--- src/rtl/mm_sequencer_if.sv ---
// mm_sequencer_if: command port of the matrix-multiply sequencer.
//   cmd_valid  host offers a command
//   cmd_ready  sequencer can take a command (IDLE)
//   cmd        [3:0] opcode, [7:4] A page, [11:8] B page, [15:12] C page,
//              [19:16] cfg {tA, tB, relu, acc}
//   dim_m/n/k  matrix dimensions, sampled when the command is taken
// The master modport is the host side; the slave modport is the sequencer side.
interface mm_sequencer_if #(
  parameter int DIM_W = 9
);
  logic             cmd_valid;
  logic             cmd_ready;
  logic [31:0]      cmd;
  logic [DIM_W-1:0] dim_m;
  logic [DIM_W-1:0] dim_n;
  logic [DIM_W-1:0] dim_k;

  modport master (
    output cmd_valid, cmd, dim_m, dim_n, dim_k,
    input  cmd_ready
  );

  modport slave (
    input  cmd_valid, cmd, dim_m, dim_n, dim_k,
    output cmd_ready
  );
endinterface

--- src/rtl/mm_sequencer.sv ---
// mm_sequencer: command sequencer for the tiled matrix-multiply datapath.
// Takes one multiply command per handshake, latches the bank/page selects,
// streams K cells per line for every (X group, W group) pair, then waits for
// TM*TN output tiles from the systolic array before pulsing done.
//   clk, reset        clock, asynchronous active-high reset
//   enable            global enable; low freezes all state, strobes forced 0
//   bus               command port (mm_sequencer_if slave)
//   x/w/y_bank,_page  latched bank and page-in-bank selects
//   cfg               latched {tA, tB, relu, acc}
//   rd_en             X/W memories shift one cell this cycle
//   w_switch          last cell of the current W line group
//   x_switch          last W group of the current X group
//   ind_wc            cell index within the line, 0..K-1
//   tile_done         array reports one ARRAYxARRAY output tile
//   wr_en             tile_done accepted for write-back
//   busy, done, err   not idle / completion pulse / rejected-command pulse
module mm_sequencer #(
  parameter int ARRAY  = 8,
  parameter int NBANK  = 4,
  parameter int PAGE_W = 4,
  parameter int DIM_W  = 9
) (
  input  logic                              clk,
  input  logic                              reset,
  input  logic                              enable,
  mm_sequencer_if.slave                     bus,
  output logic [$clog2(NBANK)-1:0]          x_bank,
  output logic [$clog2(NBANK)-1:0]          w_bank,
  output logic [$clog2(NBANK)-1:0]          y_bank,
  output logic [PAGE_W-$clog2(NBANK)-1:0]   x_page,
  output logic [PAGE_W-$clog2(NBANK)-1:0]   w_page,
  output logic [PAGE_W-$clog2(NBANK)-1:0]   y_page,
  output logic [3:0]                        cfg,
  output logic                              rd_en,
  output logic                              w_switch,
  output logic                              x_switch,
  output logic [DIM_W-1:0]                  ind_wc,
  input  logic                              tile_done,
  output logic                              wr_en,
  output logic                              busy,
  output logic                              done,
  output logic                              err
);

  localparam int BANK_W = $clog2(NBANK);
  localparam int PIB_W  = PAGE_W - BANK_W;
  localparam int CNT_W  = 2 * DIM_W;

  typedef enum logic [1:0] {
    S_IDLE,
    S_LOAD,
    S_STREAM,
    S_DRAIN
  } state_t;

  state_t r_state;
  state_t w_state_nxt;

  // Latched command
  logic [BANK_W-1:0] r_x_bank, r_w_bank, r_y_bank;
  logic [PIB_W-1:0]  r_x_page, r_w_page, r_y_page;
  logic [3:0]        r_cfg;
  logic [DIM_W-1:0]  r_m, r_n, r_k;

  // Derived tile geometry and progress counters
  logic [DIM_W-1:0]  r_tm, r_tn;
  logic [CNT_W-1:0]  r_expected;
  logic [DIM_W-1:0]  r_wc, r_wl, r_xl;
  logic [CNT_W-1:0]  r_tiles;

  // Command decode
  logic [PAGE_W-1:0] w_a_page, w_b_page, w_c_page;
  logic [BANK_W-1:0] w_a_bank, w_b_bank, w_c_bank;
  logic              w_legal;
  logic              w_offer;
  logic              w_take;

  assign w_a_page = bus.cmd[4  +: PAGE_W];
  assign w_b_page = bus.cmd[8  +: PAGE_W];
  assign w_c_page = bus.cmd[12 +: PAGE_W];
  assign w_a_bank = w_a_page[PAGE_W-1 -: BANK_W];
  assign w_b_bank = w_b_page[PAGE_W-1 -: BANK_W];
  assign w_c_bank = w_c_page[PAGE_W-1 -: BANK_W];

  assign w_legal = (bus.cmd[3:0] == 4'd1)
                && (bus.dim_m != '0) && (bus.dim_n != '0) && (bus.dim_k != '0)
                && (w_a_bank != w_b_bank)
                && (w_c_bank != w_a_bank) && (w_c_bank != w_b_bank);

  // Every command offered in IDLE while enabled is consumed, legal or not.
  assign w_offer = enable && bus.cmd_valid && (r_state == S_IDLE);
  assign w_take  = w_offer && w_legal;

  // Ceiling division done once in LOAD; a partial tile still counts as a tile.
  logic [DIM_W:0]   w_m_up, w_n_up;
  logic [DIM_W-1:0] w_tm, w_tn;

  assign w_m_up = {1'b0, r_m} + (DIM_W+1)'(ARRAY - 1);
  assign w_n_up = {1'b0, r_n} + (DIM_W+1)'(ARRAY - 1);
  assign w_tm   = DIM_W'(w_m_up / (DIM_W+1)'(ARRAY));
  assign w_tn   = DIM_W'(w_n_up / (DIM_W+1)'(ARRAY));

  // Stream strobes
  logic w_rd_en, w_wsw, w_xsw, w_final;

  assign w_rd_en = enable && (r_state == S_STREAM);
  assign w_wsw   = w_rd_en && (r_wc == r_k  - DIM_W'(1));
  assign w_xsw   = w_wsw   && (r_wl == r_tn - DIM_W'(1));
  assign w_final = w_xsw   && (r_xl == r_tm - DIM_W'(1));

  // Tile accounting saturates at the expected count.
  logic             w_wr_en;
  logic [CNT_W-1:0] w_tiles_nxt;

  assign w_wr_en     = enable && tile_done
                    && ((r_state == S_STREAM) || (r_state == S_DRAIN))
                    && (r_tiles < r_expected);
  assign w_tiles_nxt = r_tiles + CNT_W'(w_wr_en);

  // NOTE: every signal driven here gets a default first so no path leaves it
  // unassigned, which would otherwise infer a latch.
  always_comb begin
    w_state_nxt = r_state;
    done        = 1'b0;
    err         = 1'b0;
    unique case (r_state)
      S_IDLE: begin
        if (w_take)  w_state_nxt = S_LOAD;
        if (w_offer && !w_legal) err = 1'b1;
      end
      S_LOAD:   w_state_nxt = S_STREAM;
      S_STREAM: if (w_final) w_state_nxt = S_DRAIN;
      S_DRAIN: begin
        if (w_tiles_nxt == r_expected) begin
          w_state_nxt = S_IDLE;
          done        = enable;
        end
      end
      default:  w_state_nxt = S_IDLE;
    endcase
  end

  // NOTE: sequential state uses non-blocking assignments so every register
  // samples values from before the edge, independent of statement order.
  always_ff @(posedge clk or posedge reset) begin
    if (reset) begin
      r_state    <= S_IDLE;
      r_x_bank   <= '0;
      r_w_bank   <= '0;
      r_y_bank   <= '0;
      r_x_page   <= '0;
      r_w_page   <= '0;
      r_y_page   <= '0;
      r_cfg      <= '0;
      r_m        <= '0;
      r_n        <= '0;
      r_k        <= '0;
      r_tm       <= '0;
      r_tn       <= '0;
      r_expected <= '0;
      r_wc       <= '0;
      r_wl       <= '0;
      r_xl       <= '0;
      r_tiles    <= '0;
    end else if (enable) begin
      r_state <= (r_state == S_IDLE && !w_take) ? S_IDLE : w_state_nxt;

      if (w_take) begin
        r_x_bank <= w_a_bank;
        r_w_bank <= w_b_bank;
        r_y_bank <= w_c_bank;
        r_x_page <= w_a_page[PIB_W-1:0];
        r_w_page <= w_b_page[PIB_W-1:0];
        r_y_page <= w_c_page[PIB_W-1:0];
        r_cfg    <= bus.cmd[19:16];
        r_m      <= bus.dim_m;
        r_n      <= bus.dim_n;
        r_k      <= bus.dim_k;
      end

      if (r_state == S_LOAD) begin
        r_tm       <= w_tm;
        r_tn       <= w_tn;
        r_expected <= CNT_W'(w_tm) * CNT_W'(w_tn);
        r_wc       <= '0;
        r_wl       <= '0;
        r_xl       <= '0;
        r_tiles    <= '0;
      end

      // Nested wrap counters: cell -> W group -> X group.
      if (w_rd_en) begin
        r_wc <= w_wsw ? '0 : r_wc + DIM_W'(1);
        if (w_wsw)   r_wl <= w_xsw   ? '0 : r_wl + DIM_W'(1);
        if (w_xsw)   r_xl <= w_final ? '0 : r_xl + DIM_W'(1);
      end

      if (w_wr_en) r_tiles <= w_tiles_nxt;
    end
  end

  assign bus.cmd_ready = (r_state == S_IDLE);
  assign busy          = (r_state != S_IDLE);
  assign rd_en         = w_rd_en;
  assign w_switch      = w_wsw;
  assign x_switch      = w_xsw;
  assign wr_en         = w_wr_en;
  assign ind_wc        = r_wc;
  assign x_bank        = r_x_bank;
  assign w_bank        = r_w_bank;
  assign y_bank        = r_y_bank;
  assign x_page        = r_x_page;
  assign w_page        = r_w_page;
  assign y_page        = r_y_page;
  assign cfg           = r_cfg;

  // Command bits [31:20] are reserved.
  logic w_unused;
  assign w_unused = &{1'b0, bus.cmd[31:20]};

endmodule
--- src/flat_wrapper.sv ---
// flat-port wrapper written by rule: the top's interface ports become plain ports
module mm_sequencer_flat 
#(
  parameter int ARRAY  = 8,
  parameter int NBANK  = 4,
  parameter int PAGE_W = 4,
  parameter int DIM_W  = 9
)
  (clk, reset, enable, x_bank, w_bank, y_bank, x_page, w_page, y_page, cfg, rd_en, w_switch, x_switch, ind_wc, tile_done, wr_en, busy, done, err, bus_cmd_valid, bus_cmd, bus_dim_m, bus_dim_n, bus_dim_k, bus_cmd_ready);
  mm_sequencer_if #(.DIM_W(DIM_W)) bus_i ();
  input  logic clk;
  input  logic reset;
  input  logic enable;
  output logic [$clog2(NBANK)-1:0] x_bank;
  output logic [$clog2(NBANK)-1:0] w_bank;
  output logic [$clog2(NBANK)-1:0] y_bank;
  output logic [PAGE_W-$clog2(NBANK)-1:0] x_page;
  output logic [PAGE_W-$clog2(NBANK)-1:0] w_page;
  output logic [PAGE_W-$clog2(NBANK)-1:0] y_page;
  output logic [3:0] cfg;
  output logic rd_en;
  output logic w_switch;
  output logic x_switch;
  output logic [DIM_W-1:0] ind_wc;
  input  logic tile_done;
  output logic wr_en;
  output logic busy;
  output logic done;
  output logic err;
  input wire logic [$bits(bus_i.cmd_valid)-1:0] bus_cmd_valid;
  input wire logic [$bits(bus_i.cmd)-1:0] bus_cmd;
  input wire logic [$bits(bus_i.dim_m)-1:0] bus_dim_m;
  input wire logic [$bits(bus_i.dim_n)-1:0] bus_dim_n;
  input wire logic [$bits(bus_i.dim_k)-1:0] bus_dim_k;
  output wire logic [$bits(bus_i.cmd_ready)-1:0] bus_cmd_ready;
  assign bus_i.cmd_valid = bus_cmd_valid;
  assign bus_i.cmd = bus_cmd;
  assign bus_i.dim_m = bus_dim_m;
  assign bus_i.dim_n = bus_dim_n;
  assign bus_i.dim_k = bus_dim_k;
  assign bus_cmd_ready = bus_i.cmd_ready;
  mm_sequencer #(.ARRAY(ARRAY), .NBANK(NBANK), .PAGE_W(PAGE_W), .DIM_W(DIM_W)) u_core (.clk(clk), .reset(reset), .enable(enable), .bus(bus_i), .x_bank(x_bank), .w_bank(w_bank), .y_bank(y_bank), .x_page(x_page), .w_page(w_page), .y_page(y_page), .cfg(cfg), .rd_en(rd_en), .w_switch(w_switch), .x_switch(x_switch), .ind_wc(ind_wc), .tile_done(tile_done), .wr_en(wr_en), .busy(busy), .done(done), .err(err));
endmodule
--- config.mk ---
export PLATFORM = sky130hd
export DESIGN_NAME = mm_sequencer_flat
export DESIGN_NICKNAME = d
export VERILOG_FILES = /design/src/rtl/mm_sequencer_if.sv /design/src/rtl/mm_sequencer.sv /design/src/flat_wrapper.sv
export SDC_FILE = /design/constraint.sdc
export NUM_CORES = 1
export LEC_CHECK = 0
export CAP_MARGIN = 20
export CORE_MARGIN = 2
export CORE_UTILIZATION = 60
export CTS_BUF_LIST = sky130_fd_sc_hd__clkbuf_16
export DETAILED_ROUTE_END_ITERATION = 12
export DONT_BUFFER_PORTS = 1
export PLACE_DENSITY = 0.76
export RECOVER_POWER = 25
export SLEW_MARGIN = 0
export SYNTH_ARGS = -nofsm -noshare
export SYNTH_HDL_FRONTEND = slang
export SYNTH_SLANG_ARGS = --single-unit
--- constraint.sdc ---
create_clock -name clk -period 7.1 [get_ports clk]
set_input_delay 1.42 -clock clk [delete_from_list [all_inputs] [get_ports clk]]
set_output_delay 1.42 -clock clk [all_outputs]
set_load 0.02 [all_outputs]
==> flow_metrics.env, run 1 <==
export IMPL_slew_headroom_pct=-34.5
export IMPL_worst_ep_arrival_time_ns=4.74
export IMPL_cts_hold_buffers_added=0
export IMPL_max_cap_violations=1
export IMPL_vias=6439
export IMPL_timing_setup_tns_ns=0
export IMPL_synth_nets=1043
export IMPL_status="complete, but fails checks"
export IMPL_tightestPinTransition_ns=2.01
export IMPL_p_per_area_nw_per_um2=264
export IMPL_layout_drive_gt1_share_pct=12.5
export IMPL_wl_mm=17.8
export IMPL_synth_edf_count=0
export IMPL_endpoint="done"
export IMPL_clock_path_buffers=2
export IMPL_critical_path_most_common_cell="nor2_1"
export IMPL_overflow=0
export IMPL_yosysSeqAreaShare_pct=34.9
export IMPL_avgSynthCellArea_um2=9.46
export IMPL_critPathRequiredTime_ns=5.68
export IMPL_worstHoldPathType="flip-flop to flip-flop"
export IMPL_placedCellCount=1054
export IMPL_drt_iter0_drc=283
export IMPL_avgRoutedWirePerCell_um=16.4
export IMPL_postCtsResizedCells=0
export IMPL_area_growth_pct=9.52
export IMPL_track_usage_pct=25.1
export IMPL_diodes=0
export IMPL_root_buffer="clkbuf_16"
export IMPL_rr_worst_depth=23
export IMPL_clock_sinks=118
export IMPL_layout_nets=1041
export IMPL_final_cells=1086
export IMPL_crit_family="simple AND/OR/NAND/NOR gates"
export IMPL_violations="max-capacitance violations, max-slew violations"
export IMPL_r2r_end="u_core.r_expected[13]"
export IMPL_grt_busiest_layer="met2"
export IMPL_r2r_start="u_core.r_m[0]"
export IMPL_synth_area_leaders="dfrtp_1 35%, ha_1 8.9%, mux2_2 6.0%"
export IMPL_async_flop_share_pct=100
export IMPL_grt_pass1_wl_mm=29.8
export IMPL_fin_util_pct=67.0
export IMPL_cpMaxStageDelayCell="or4_4"
export IMPL_htree_levels=4
export IMPL_numCtsBuffers=17
export IMPL_cts_tree="done"
export IMPL_final_hold_violation_count=0
export IMPL_setup_violations=0
export IMPL_drv_slew=48
export IMPL_rsz0062_at_grt="false"
export IMPL_peakVddDrop_mv=0.252
export IMPL_synth_distinct_cells=68
export IMPL_layout_common_cells="118 x dfrtp_1, 84 x nor2_1, 70 x o21ai_0, 67 x nand2_1, 62 x inv_1"
export IMPL_die_area_um2=15100
export IMPL_hpwl_mm=12.8
export IMPL_r2r_slack_ns=1.13
export IMPL_core_area_um2=13800
export IMPL_grt_util_met3_pct=5.62
export IMPL_drc_errors=0
export IMPL_die_y_um=123
export IMPL_crit_chain="nor4bb_1 > o2111ai_1 > a31oi_2 > ha_1 > nand3_1 > nor4_4 > or4b_1 > o211ai_1 > nor2_1 > or4_4 > nor2_1"
export IMPL_die_w_um=123
export IMPL_critPathKind="input port to output pin"
export IMPL_synth_warnings=0
export IMPL_grtUsageMet2_pct=41.1
export IMPL_antenna_found_initial=0
export IMPL_fin_worst_skew_ns=0.0139
export IMPL_portBuffers=0
export IMPL_post_place_ws_ns=0.922
export IMPL_start_util_pct=61.2
export IMPL_p_leak_nw=4.39
export IMPL_clk_pin_slew_worst_paths_ns=0.06
export IMPL_clkLatencyLatePin_ns=0.42
export IMPL_max_stage_delay_ns=0.56
export IMPL_gp_congestion=0.898
export IMPL_fin_crit_sh_pct=86.8
export IMPL_synth_area_leader_cell="dfrtp_1"
export IMPL_dominantRegCellSynth="dfrtp_1"
export IMPL_power_mw=2.45
export IMPL_worstSetupEndpointType="output pin"
export IMPL_ant_nets=0
export IMPL_synth_seq_cells=118
export IMPL_crit_start="tile_done"
export IMPL_crit_fanout=11
export IMPL_syn_area_um2=8460
export IMPL_grt_max_degree=73
export IMPL_timing_fmax_ghz=0.162
export IMPL_rows=43
export IMPL_grt_use_met1_pct=33.0
export IMPL_critical_path_depth=11
export IMPL_post_cts_buffers=0
export IMPL_avgViaCountPerCell=5.93
export IMPL_cp_start_kind="input port"
export IMPL_setup_ws_ns=0.937
export IMPL_ios=97
export IMPL_fin_crit_ns=6.16
export IMPL_netlist_instances=895
export IMPL_synth_top_area_share_pct=34.9
export IMPL_drt_pre_antenna_iters=6
export IMPL_crit_buf_inv=0
export IMPL_mostFrequentLayoutCell="dfrtp_1"
export IMPL_grt_pass1_vias=6222
## kinds of logic after synthesis
| family | count (synthesis) | synth area share (%) |
|---|---|---|
| simple gates | 313 | 19.1 |
| compound gates | 157 | 12.2 |
| flops | 118 | 34.9 |
| buf+inv | 92 | 4.15 |
| fa+ha+maj | 84 | 14.5 |
| xor+xnor | 81 | 8.55 |
| mux | 50 | 6.59 |
## flip-flops by register name, summed over array words and instances, names as in the netlist
signal / cells
u_core.cfg: 4
u_core.ind_wc: 9
u_core.r_expected: 14
u_core.r_k: 9
u_core.r_m: 9
u_core.r_n: 9
u_core.r_state: 2
u_core.r_tiles: 18
u_core.r_tm: 7
u_core.r_tn: 7
u_core.r_wl: 9
u_core.r_xl: 9
u_core.w_bank: 2
u_core.w_page: 2
u_core.x_bank: 2
u_core.x_page: 2
u_core.y_bank: 2
u_core.y_page: 2
## per-layer routing
metal / vias up / share of wire, %
li1: 3130 / -
met1: 3134 / 44
met2: 147 / 48
met3: 28 / 5.9
met4: 0 / 1.8
met5: - / 0
## where the power goes
group          switching (mW)  leakage, nW  internal (mW)
clock                   0.336        0.314          0.596
sequential              0.143         1.61          0.760
combinational           0.348         2.46          0.269
total                   0.826         4.39           1.62
## cell type report
type,count,area [um2]
inverters,63,238
repair buffers,8,45.0
multi-input cells,685,5170
flip-flops and latches,118,2950
clock buffers,17,425
fillers,1080,4560
well taps,180,225
clock inverters,15,216
## cell usage after synthesis, types with 12 or more instances
cell type  instances
xor2_1            44
a21oi_1           14
mux2_2            45
nand3_1           29
dfrtp_1          118
xnor2_1           36
o21ai_0           70
fa_1              24
inv_1             63
nor2_1            84
and3_1            16
nand2_1           67
nor3_1            25
or2_2             20
clkbuf_1          21
o31ai_1           12
ha_1              60
## through the flow
step	instance area [um2]	hold WS, ns
final	9270	0.510
after global routing	9270	0.530
after CTS	9290	0.512
after detailed placement	8640	0.498
after global placement	8640	0.493
after floorplan	8460	0.471
## worst min path at each step
stage | start | end | slack (ns) | cells after the start
finish | u_core.r_m[1] | u_core.r_m[1] | 0.51 | 1
global route | u_core.r_m[1] | u_core.r_m[1] | 0.53 | 1
floorplan | u_core.r_xl[8] | u_core.r_xl[8] | 0.47 | 1
global placement | u_core.r_m[1] | u_core.r_m[1] | 0.49 | 1
CTS | u_core.r_m[1] | u_core.r_m[1] | 0.51 | 1
detailed placement | u_core.r_m[1] | u_core.r_m[1] | 0.50 | 1
No activity file was read; power rests on OpenSTA's default activity.
==> run 2: changes to the inputs <==
--- a/config.mk
+++ b/config.mk
@@ -6,7 +6,6 @@
 export NUM_CORES = 1
 export LEC_CHECK = 0
 export CAP_MARGIN = 20
-export CORE_MARGIN = 2
 export CORE_UTILIZATION = 60
 export CTS_BUF_LIST = sky130_fd_sc_hd__clkbuf_16
 export DETAILED_ROUTE_END_ITERATION = 12
==> flow_metrics.env, run 2 (synthesized netlist as in run 1, its figures left out) <==
export IMPL_grt_pass1_wl_mm=29.9
export IMPL_r2r_end="u_core.r_expected[13]"
export IMPL_overflow=0
export IMPL_grt_pass1_vias=6282
export IMPL_avgViaCountPerCell=5.86
export IMPL_mostFrequentLayoutCell="dfrtp_1"
export IMPL_tightestPinTransition_ns=2.23
export IMPL_violations="max-capacitance violations, max-slew violations"
export IMPL_max_cap_violations=2
export IMPL_hold_end="u_core.r_m[1]"
export IMPL_cts_tree="done"
export IMPL_die_y_um=121
export IMPL_final_cells=1085
export IMPL_cts_hold_buffers_added=0
export IMPL_status="complete, but fails checks"
export IMPL_final_hold_violation_count=0
export IMPL_r2r_start="u_core.r_m[0]"
export IMPL_core_area_um2=13800
export IMPL_layout_nets=1040
export IMPL_cp_start_kind="input port"
export IMPL_rr_worst_depth=22
export IMPL_avgRoutedWirePerCell_um=16.4
export IMPL_placedCellCount=1053
export IMPL_reg_top3="u_core.r_tiles x18, u_core.r_expected x14"
export IMPL_hold_path_startpoint="u_core.r_m[1]"
export IMPL_ant_nets=0
export IMPL_worstSetupEndpointType="output pin"
export IMPL_drc_errors=0
export IMPL_post_cts_buffers=0
export IMPL_wl_mm=17.8
export IMPL_layout_common_cells="118 x dfrtp_1, 84 x nor2_1, 70 x o21ai_0, 67 x nand2_1, 62 x inv_1"
export IMPL_track_usage_pct=26.1
export IMPL_fin_crit_sh_pct=87.4
export IMPL_peakVddDrop_mv=0.253
export IMPL_slew_headroom_pct=-48.4
export IMPL_fin_crit_ns=6.21
export IMPL_critPathRequiredTime_ns=5.68
export IMPL_drv_slew=110
export IMPL_clk_pin_slew_worst_paths_ns=0.06
export IMPL_timing_fmax_ghz=0.161
export IMPL_die_w_um=121
export IMPL_htree_levels=4
export IMPL_root_buffer="clkbuf_16"
export IMPL_setup_ws_ns=0.894
export IMPL_postCtsResizedCells=0
export IMPL_ios=97
export IMPL_setup_violations=0
export IMPL_vias=6362
export IMPL_power_mw=2.39
export IMPL_layout_drive_gt1_share_pct=12.6
export IMPL_top_register="u_core.r_tiles"
export IMPL_clock_path_buffers=2
export IMPL_p_per_area_nw_per_um2=259
export IMPL_die_area_um2=14600
export IMPL_area_growth_pct=8.96
export IMPL_drt_iter0_drc=362
export IMPL_fin_worst_skew_ns=0.00873
export IMPL_drt_pre_antenna_iters=4
export IMPL_diodes=0
export IMPL_p_leak_nw=4.36
export IMPL_worst_ep_arrival_time_ns=4.79
export IMPL_r2r_slack_ns=1.20
export IMPL_largest_register_ffs=18
export IMPL_portBuffers=0
export IMPL_hold_path_cell_count=1
export IMPL_rsz0062_at_grt="false"
export IMPL_antenna_found_initial=0
export IMPL_worstHoldPathType="flip-flop to flip-flop"
export IMPL_timing_setup_tns_ns=0
export IMPL_gp_congestion=0.866
export IMPL_fin_util_pct=66.7
export IMPL_clock_sinks=118
export IMPL_numCtsBuffers=17
export IMPL_clkLatencyLatePin_ns=0.42
export IMPL_post_place_ws_ns=0.907
export IMPL_crit_fanout=11
export IMPL_grt_max_degree=71
export IMPL_hpwl_mm=12.6
export IMPL_rows=43
export IMPL_start_util_pct=61.2
export IMPL_critPathKind="input port to output pin"
[run 2: cell count changes in the layout (fill, tap and decap cells not counted)]
cell        delta
buf_4          +2
bufinv_16      -2
clkbuf_1       -3
clkinv_1       +1
clkinv_4       -4
clkinvlp_4     +3
inv_6          +2
[run 2: critical path, cell delays in order]
cell and delay [ns]:
nor4bb_1 0.26, o2111ai_1 0.21, a31oi_2 0.23, ha_1 0.22, nand3_1 0.40, nor4_4 0.47
or4b_1 0.46, o211ai_1 0.10, nor2_1 0.07, or4_4 0.56, nor2_1 0.38
[run 2: cell type report]
type	count	area, um2
clock buffers	17	425
clock inverters	15	165
fillers	1067	4610
inverters	63	238
multi-input cells	685	5170
flip-flops and latches	118	2950
well taps	180	225
repair buffers	7	48.8
[run 2: power breakdown]
part	internal (mW)	total, mW	switching (mW)
clock network	0.523	0.863	0.339
registers	0.760	0.899	0.139
logic	0.271	0.623	0.353
[run 2: layer usage]
layer	share of wire (%)	vias up	track usage (%)	wire length [um]
met5	0	-	0	0
met4	1.9	0	10.6	329
met3	5.3	27	6.13	937
met2	48	144	42.0	8540
met1	45	3070	34.0	7980
li1	-	3121	-	-
[run 2: stage by stage]
step,hold WS [ns],cell area (um2)
6_report,0.508,9220
5_1_grt,0.523,9220
4_1_cts,0.507,9230
3_5_place_dp,0.497,8640
3_3_place_gp,0.495,8640
2_1_floorplan,0.471,8460
[run 2: worst max-delay path by stage]
stage,cells past startpoint,to,startpoint,slack [ns]
after floorplan,14,done,enable,0.39
after global placement,11,done,tile_done,0.94
after detailed placement,11,done,tile_done,0.91
after CTS,11,done,tile_done,0.91
after global routing,14,done,u_core.r_tiles[1],0.55
final,11,done,tile_done,0.89
